==> config.mk <==
export PLATFORM = sky130hd
export DESIGN_NAME = clk_seq_ctrl
export DESIGN_NICKNAME = d
export VERILOG_FILES = /design/src/rtl/clk_seq_ctrl.sv
export SDC_FILE = /design/constraint.sdc
export NUM_CORES = 1
export LEC_CHECK = 0
export ABC_AREA = 1
export CAP_MARGIN = 20
export CORE_MARGIN = 1
export CORE_UTILIZATION = 49
export DETAILED_ROUTE_END_ITERATION = 10
export GPL_ROUTABILITY_DRIVEN = 0
export PLACE_DENSITY = 0.74
export SYNTH_ARGS = -nofsm -noshare
export SYNTH_HDL_FRONTEND = slang
export SYNTH_SLANG_ARGS = --single-unit
==> constraint.sdc <==
create_clock -name clk -period 1.43 [get_ports clk]
set_input_delay 0.143 -clock clk [delete_from_list [all_inputs] [get_ports clk]]
set_output_delay 0.143 -clock clk [all_outputs]
set_load 0.01 [all_outputs]
==> src/rtl/clk_seq_ctrl.sv <==
// Clock divider sequencer: holds the divider in reset, waits for clk40 to toggle,
// then raises ready. A clk40 watchdog shuts the divider down on a stall.
module clk_seq_ctrl #(
    parameter int RST_CYCLES   = 4,
    parameter int SETTLE_EDGES = 2,
    parameter int WDT_CYCLES   = 64,
    parameter int CNT_W        = 8
) (
    input  logic       clk,
    input  logic       rst,
    input  logic       start,
    input  logic       stop,
    input  logic       restart,
    input  logic       clk40_mon,
    output logic       gen_rst,
    output logic       gen_enb,
    output logic       ready,
    output logic       fault,
    output logic       busy,
    output logic [2:0] state
);

    typedef enum logic [2:0] {
        S_OFF      = 3'd0,
        S_RST_HOLD = 3'd1,
        S_SETTLE   = 3'd2,
        S_READY    = 3'd3,
        S_FAULT    = 3'd4
    } state_e;

    localparam logic [CNT_W-1:0] RST_LAST = CNT_W'(RST_CYCLES - 1);
    localparam logic [CNT_W-1:0] WDT_LAST = CNT_W'(WDT_CYCLES - 1);
    localparam logic [3:0]       EDGE_TGT = 4'(SETTLE_EDGES);

    state_e           state_q, state_d;
    logic [CNT_W-1:0] cnt_q, cnt_d, cnt_inc;
    logic [3:0]       ecnt_q, ecnt_d, ecnt_inc;
    logic             mon_q1, mon_q2;
    logic             edge_seen;
    logic             gen_rst_q, gen_rst_d;
    logic             gen_enb_q, gen_enb_d;
    logic             ready_q, ready_d;
    logic             fault_q, fault_d;
    logic             busy_q, busy_d;

    assign edge_seen = mon_q1 ^ mon_q2;
    assign cnt_inc   = (cnt_q == '1) ? cnt_q : cnt_q + 1'b1;
    assign ecnt_inc  = ecnt_q + 4'd1;

    always_comb begin
        state_d = state_q;
        cnt_d   = cnt_inc;
        ecnt_d  = ecnt_q;
        case (state_q)
            S_OFF: begin
                cnt_d = '0;
                if (start) state_d = S_RST_HOLD;
            end
            S_RST_HOLD: begin
                if (cnt_q == RST_LAST) state_d = S_SETTLE;
            end
            S_SETTLE: begin
                if (edge_seen) begin
                    cnt_d  = '0;
                    ecnt_d = ecnt_inc;
                    if (ecnt_inc == EDGE_TGT) state_d = S_READY;
                end else if (cnt_q == WDT_LAST) begin
                    state_d = S_FAULT;
                end
            end
            S_READY: begin
                if (restart)             state_d = S_RST_HOLD;
                else if (edge_seen)      cnt_d   = '0;
                else if (cnt_q == WDT_LAST) state_d = S_FAULT;
            end
            S_FAULT: begin
                cnt_d = '0;
                if (restart) state_d = S_RST_HOLD;
            end
            default: state_d = S_OFF;
        endcase
        // stop overrides every other request and the watchdog
        if (stop) state_d = S_OFF;
        if (state_d != state_q) begin
            cnt_d  = '0;
            ecnt_d = '0;
        end
    end

    // outputs decoded from the next state so they move with the state register
    always_comb begin
        gen_rst_d = (state_d == S_OFF) || (state_d == S_RST_HOLD)
                 || (state_d == S_FAULT);
        gen_enb_d = ~gen_rst_d;
        ready_d   = (state_d == S_READY);
        fault_d   = (state_d == S_FAULT);
        busy_d    = (state_d == S_RST_HOLD) || (state_d == S_SETTLE);
    end

    always_ff @(posedge clk) begin
        if (rst) begin
            state_q   <= S_OFF;
            cnt_q     <= '0;
            ecnt_q    <= '0;
            mon_q1    <= 1'b0;
            mon_q2    <= 1'b0;
            gen_rst_q <= 1'b1;
            gen_enb_q <= 1'b0;
            ready_q   <= 1'b0;
            fault_q   <= 1'b0;
            busy_q    <= 1'b0;
        end else begin
            state_q   <= state_d;
            cnt_q     <= cnt_d;
            ecnt_q    <= ecnt_d;
            mon_q1    <= clk40_mon;
            mon_q2    <= mon_q1;
            gen_rst_q <= gen_rst_d;
            gen_enb_q <= gen_enb_d;
            ready_q   <= ready_d;
            fault_q   <= fault_d;
            busy_q    <= busy_d;
        end
    end

    assign gen_rst = gen_rst_q;
    assign gen_enb = gen_enb_q;
    assign ready   = ready_q;
    assign fault   = fault_q;
    assign busy    = busy_q;
    assign state   = state_q;

endmodule

==> results.txt, run 1 <==
- Overall power: 1.124 mW
* Syn_nets: roughly 200
- Cell type contributing the most total cell area after synthesis: dfxtp_1
* Synthesis Warnings: 0
- Derived from the worst setup path, the maximum achievable clock frequency is 0.5968 GHz.
- Endpoint type of the worst setup path: register
- Critical path start-end classification: reg2reg
- Clock Tree Buf Depth: 2
* Dominant synthesized flop cell: dfxtp_1
- After detailed routing, the number of remaining DRC violations is 0.
* Relative slew slack: approximately four fifths
* Count of pins on the block boundary: 14
* Portion of synthesized cell area occupied by the leading cell type: 37.49%
* Worst-path maximum fanout: 6
- Counting I/O delays and the setup requirement, the final critical path takes 1.676 ns.
- Counting every sink on the clock net gives 22.
- Count of hold-fix buffers inserted at cts: 0
- Worst setup margin: -0.2457 ns
- Port buffering added 13 buffers.
- Of the total power, combinational logic draws a little over an eighth.
* Final TNS setup: -2.444 ns
* Pin count of the biggest net entering global routing: 13
- Worst Max-Slew Pin Slew: roughly 0.32 ns
- First-pass GRT wire length: 5.451 mm
- Max-cap check violation count: 0
- Fraction of registers with async set/reset: 0%
- The die covers between 0.002 and 0.003 mm2.
- Clock-pin slew was measured on the worst setup and hold paths at between 0.1 and 0.15 ns.
- Static leakage power: 0.7836 nW
* Total of flip-flops plus latches after synthesis: 22
- In this run the vertical extent of the chip is 50.97 um.
- After technology mapping, the gate count stands at 186.
- Counting flops with a built-in enable in the synthesized netlist gives 0.
* Post-synthesis cell area: about 0.0012 mm2
* Routed length per placed instance: approximately 13 um
* Root buffer cell: clkbuf_4
- Once detailed placement completed, the half-perimeter wirelength came to 2.234 mm.
* Final hold slack: 0.3253 ns
- Post-route clock skew: 0.004808 ns
- The initial utilization of the core area, before any placement, comes to about 53%.
- The number of antenna violations at the first check in global routing was 0.
- Worst voltage drop across the vdd grid: 0.5246 mV
- Power share of the clock group: 31.7%
- Clock tree synthesis inserted a total of 3 buffers.
* Residual antenna-violating net count after detailed routing: 0
- Clock tree from TritonCTS: done
* Arrival time reported for the critical path endpoint: 1.93 ns
* Sequential cell area: 461.7 um2
- Worst Hold Class: in2reg
* Final hold violation count: 0
* Standard-cell rows: 17
- Vias per cell: 5.057
- Required time at the worst-slack endpoint: ~1.7 ns
- In this run the mean area of a mapped cell was 6.317 um2.
- Number of filler cells placed in the layout: 152
- Core region area: between 0.002 and 0.0025 mm2
* Final worst-path cycle share: 117.2%
- The number of pins exceeding their max-slew limit in the final report was 0.
- Summed over all layers, the global routing overflow is 0.
- The internal portion of the total power is approximately 0.84 mW.
- Setup violation total in the final timing report: 15
- The pre-antenna-repair detailed-routing pass consisted of 4 iterations.
- The number of global-route vias before repair came to 1365.
* Clock latency on the worst-skew pair: about 0.32 ns
- In this run the power density over the cells is around 610 mW/mm2.
- Status: finished, violations left
- Antenna Diode Count: 0
- STA classifies the critical path startpoint as a register.
- The commonest cells after synthesis are nor2_1 (49), nand2_1 (47), inv_1 (23).
- Number of library cell types mapped by synthesis: 20
- From synthesis to final layout, the design area changed by 57.08%.
- Fraction of layout cells with a size suffix above 1: 42.19%
- For this run, the total global-route usage over all layers was measured as 28.15%.
- Width of the die: 50.97 um
* CTS H-tree lvls: 1
- Of the synthesized area, sequential elements account for a little under two fifths.
* Most instantiated library cell after synthesis: nor2_1
- Fraction of power spent switching nets: between 20% and 30%
* Via Count: approximately 1300
* Switching power total: between 0.2 and 0.3 mW
- Summed over all layers, the routed wires come to roughly 3.3 mm.
- Setup repair after global routing missed its margin: yes
- Area of the multi-input gates: 832.0 um2
- Part of the total power dissipated in sequential elements: 55.3%
- Sorting the synthesized cells by area gives the leading types as dfxtp_1 (37%), nor2_1 (16%), nand2_1 (15%), inv_1 (7.3%), nand3_1 (4.7%).
* Final #Nets: 247
* First DRT Iteration DRCs: 35
- Violations in the final reports: setup timing
## worst paths after layout
path / slack, ns / startpoint / cells past startpoint / endpoint
worst max register to register: -0.25 / cnt_q[0] / 11 / cnt_q[4]
worst min-delay path: 0.33 / clk40_mon / 3 / mon_q1
worst min register to register: 0.55 / mon_q1 / 3 / mon_q2
worst max-delay path: -0.25 / cnt_q[0] / 11 / cnt_q[4]
## what timing repair did
item,in CTS,in global routing
setup buffers,2,0
pin swaps,14,8
resized for setup,35,22
gates cloned,1,0
setup endpoints to repair,19,21
## cell usage in the layout, fill, tap and decap left out, types with 2 or more instances in the layout
cell type / instances
nor2_4: 6
clkbuf_4: 3
nand2_1: 35
nand3_1: 8
nor2_2: 14
dlygate4sd2_1: 2
ha_4: 2
nand3_2: 2
xnor2_1: 2
nand2_2: 11
buf_4: 35
o21ai_1: 3
a21oi_1: 3
nand3_4: 4
inv_1: 19
dfxtp_1: 11
nand4_1: 3
clkdlybuf4s50_1: 11
o21ai_0: 7
dfxtp_4: 3
inv_2: 5
dfxtp_2: 8
nor2_1: 30
## critical path, cell delays in order, from the launching register on
cell and delay [ns]:
dfxtp_2 0.37, ha_4 0.16, inv_2 0.06, nor2_4 0.10, nand3_2 0.10, nand2_1 0.08, nand4_1 0.13, nand2_1 0.12
nand2_1 0.07, nand2_2 0.13, nand3_4 0.13, nor2_1 0.15
## layer usage
metal,track usage [%],up-vias,wire length [um]
li1,-,686,-
met1,29.91,601,1363
met2,53.95,43,1725
met3,2.381,10,149
met4,14.81,0,91
met5,0,-,0
## state kept, by name (all words and copies together), names as in the netlist
name     flops
cnt_q        8
ecnt_q       4
state        3
busy         1
fault        1
gen_enb      1
gen_rst      1
mon_q1       1
mon_q2       1
ready        1
## stage by stage
step	worst slack (ns)	cells	utilization (%)	cell area [um2]
2_1_floorplan	-0.04137	186	-	1234
3_3_place_gp	-0.3230	259	73.39	1639
3_5_place_dp	-0.4040	259	73.39	1639
4_1_cts	-0.1756	265	80.34	1794
5_1_grt	-0.3590	265	82.63	1846
6_report	-0.2457	265	82.63	1846
## power groups by stage
stage	clock network (mW)	logic [mW]	registers (mW)
after floorplan	0	0.0630	0.638
after global placement	0	0.116	0.636
after detailed placement	0	0.119	0.636
after CTS	0.351	0.139	0.621
after global routing	0.373	0.159	0.622
final	0.356	0.147	0.621
## kinds of logic after synthesis
family | count (synthesis) | share of synthesized area, %
AOI/OAI and AO/OA | 17 | 7.668
xor gates and xnor gates | 2 | 1.491
adders and majority gates | 3 | 3.195
buffers and inverters | 26 | 8.945
DFF | 22 | 37.49
and+or+nand+nor | 116 | 41.21
## cell type report
cell class / instances / area share [%]
multi-input cells: 139 / 45.08
flip-flops and latches: 22 / 25.02
repair buffers: 48 / 21.15
inverters: 24 / 4.881
clock buffers: 4 / 1.966
well taps: 28 / 1.898
(Power assumes the default switching activity.)
==> run 2: changes to the inputs <==
Settings changed: CAP_MARGIN 20 to 25, CORE_UTILIZATION 49 to 55, DONT_BUFFER_PORTS from default to 1, PLACE_DENSITY 0.74 to 0.73.
==> results.txt, run 2 (synthesis results as in run 1) <==
- Measured against its own limit, the worst slew margin works out to a little over 70%.
* CTS clk-pin slew, worst paths: 0.13 ns
* Aggregate global routing overflow: 0
* Antenna violations before repair: 0
* Final worst-path cycle share: 122.1%
- Number of filler cells placed in the layout: between 90 and 100
- The worst-case IR drop observed on VDD is ~0.60 mV.
- The final hold violation count came to 0.
* F_max: 0.5726 GHz
- Count of placed standard cells in the final layout, fillers left out: ~260
* Worst Hold Class: in2reg
* Area of the die: 0.002325 mm2
* Static leakage power: 0.7416 nW
- Buffers inserted during clock tree synthesis total 3.
- In the final timing run, aggregate negative setup slack is -3.812 ns.
- The tightest hold path in the finished design has a slack of 0.09557 ns.
- The sequential cells in the finished layout cover a total of 457.9 um2.
- Count of pins on the block boundary: 14
- After detailed routing, the number of remaining DRC violations is 0.
- Vias per cell: 5.333
* Cell mode on critical path: nand2_2
- Endpoint type of the worst setup path: register
- Antenna Diode Count: 0
* Residual antenna-violating net count after detailed routing: 0
- Along the worst path, the maximum fanout reaches 6.
- The initial utilization of the core area, before any placement, comes to 59.28%.
- Clock Tree Buf Depth: 2
* Pre-antenna DRT Iters: 4
- Standard-cell rows: 16
* Post-detailed-placement half-perimeter wirelength: 2.058 mm
* Worst setup margin: -0.3164 ns
- The first global-routing pass estimated 4.968 mm of wire.
- Via Count: 1360
- Final #Nets: around 240
- Core region area: 0.001982 mm2
- Total Wirelength: 3.700 mm
- Counting every sink on the clock net gives 22.
- Once layout is complete, the utilization of the core stands at 87.50%.
- From synthesis to final layout, the design area changed by 47.60%.
* Pin count of the biggest net entering global routing: 13
- Buffers placed on the I/O ports in this run total 0.
- The detailed router finished its first iteration with 49 violations.
- Root buffer cell: clkbuf_4
- Including well taps, the total number of placed cells is 241.
- Counting flops per register, the top entry is cnt_q.
- Number of flip-flops under the largest register name: 8
- Global routing used 32.06% of the available tracks across all layers.
* Delay-heaviest family, CP: simple AND/OR/NAND/NOR gates
* Critical path start-end classification: reg2reg
- Max-cap violations in this run came to 0.
- Overall power: 1.059 mW
- Dividing the detail-routed wire length by the instance count gives 14.51 um.
- Post-route clock skew: 0.01779 ns
- Combined buffer and inverter count along the critical path: 1
* Violations in the final reports: setup timing
- List of cells traversed by the critical path: ha_4 > inv_2 > nand2_2 > nand2_2 > nor2_4 > nand2_2 > nand2_2 > nand2_2 > nand2_1 > nand2_1 > nand2_2 > nor2_4 > nand3_4 > nor2_2
- The library cell used most frequently in the layout, excluding fill and tap cells, is nand2_1.
* Delay contributed by the slowest stage of the critical path: 0.40 ns
- The smallest clock period supported by the final layout is computed as 1.746 ns.
- Number of global-route vias before repair: roughly 1200
- In the final layout, the share of cells above drive strength 1 is 41.23%.
* CTS H-tree lvls: 1
* Max-slew violation count: 0
- Commonest cells after routing, fill and taps aside: nand2_1 (35), nor2_1 (34), buf_4 (34)
- The die is 48.22 um tall.
- Area of the multi-input gates: 817.0 um2
- Setup repair after global routing could not meet its margin everywhere.
- STA classifies the critical path startpoint as a register.
- Dividing total power by cell area gives a power density of 610.8 mW/mm2.
- For the pin with the worst max-slew slack, the measured transition is 0.4282 ns.
- The later pin in the worst-skew pair is clocked with a latency of 0.33 ns.
* Width of the die: 48.22 um
- Required time at the worst-slack endpoint: 1.69 ns
* Clock tree from TritonCTS: done
* Arrival time reported for the critical path endpoint: 2.01 ns
- Setup violation total in the final timing report: 17
* Critical-path top delay cell: dfxtp_4
* Status: finished, violations left
run 2: cell types whose count changed in the layout (fill, tap and decap cells not counted), sizes merged:
cell | before | now
clkdlybuf4s50 | 11 | 0
dlygate4sd2 | 2 | 0
dlygate4sd3 | 0 | 2
buf | 35 | 37
run 2: per-layer routing:
| layer | up-vias | wire length (um) | GRT usage, % |
|---|---|---|---|
| li1 | 665 | - | - |
| met1 | 640 | 1566 | 34.83 |
| met2 | 44 | 1837 | 56.00 |
| met3 | 11 | 186 | 7.407 |
| met4 | 0 | 110 | 19.44 |
| met5 | - | 0 | 0 |
run 2: final cells by class:
type | instances | area share (%)
sequential | 22 | 26.41
inverter | 24 | 5.195
clock buffer | 4 | 1.515
tap | 27 | 1.948
multi-input combinational | 139 | 47.11
timing repair buffer | 39 | 17.82
run 2: worst register-to-register path: cells and delay by family, from the launching register on:
family	cells	cell delay [ns]
flip-flops	1	0.40
AND/OR/NAND/NOR	12	1.06
buffers and inverters	1	0.05
adder cells (fa/ha/maj)	1	0.17
run 2: metrics by stage:
step,cell area [um2],worst slack [ns]
after floorplan,1234,-0.04137
after global placement,1478,-0.2838
after detailed placement,1478,-0.2764
after CTS,1663,-0.1695
after global routing,1734,-0.3798
final,1734,-0.3164
run 2: what timing repair did:
action                                  CTS  global route
setup buffers                             7             1
pin swaps                                 8            10
endpoints found under the setup margin   18            20
endpoints found under the hold margin    10             0
cloned                                    1             0
hold buffers                              2             0
gates resized for setup                  26            25
run 2: final timing paths:
check,startpoint,cells after the start,endpoint,slack [ns]
max,ecnt_q[0],14,cnt_q[4],-0.32
min,stop,4,state[2],0.1
max reg2reg,ecnt_q[0],14,cnt_q[4],-0.32
min reg2reg,ecnt_q[3],2,ecnt_q[3],0.59
run 2: report_power, final:
group          switching, mW  internal (mW)  total, mW
sequential           0.00685          0.615      0.621
combinational         0.0818         0.0505      0.132
clock                  0.196          0.110      0.306
total                  0.285          0.775       1.06
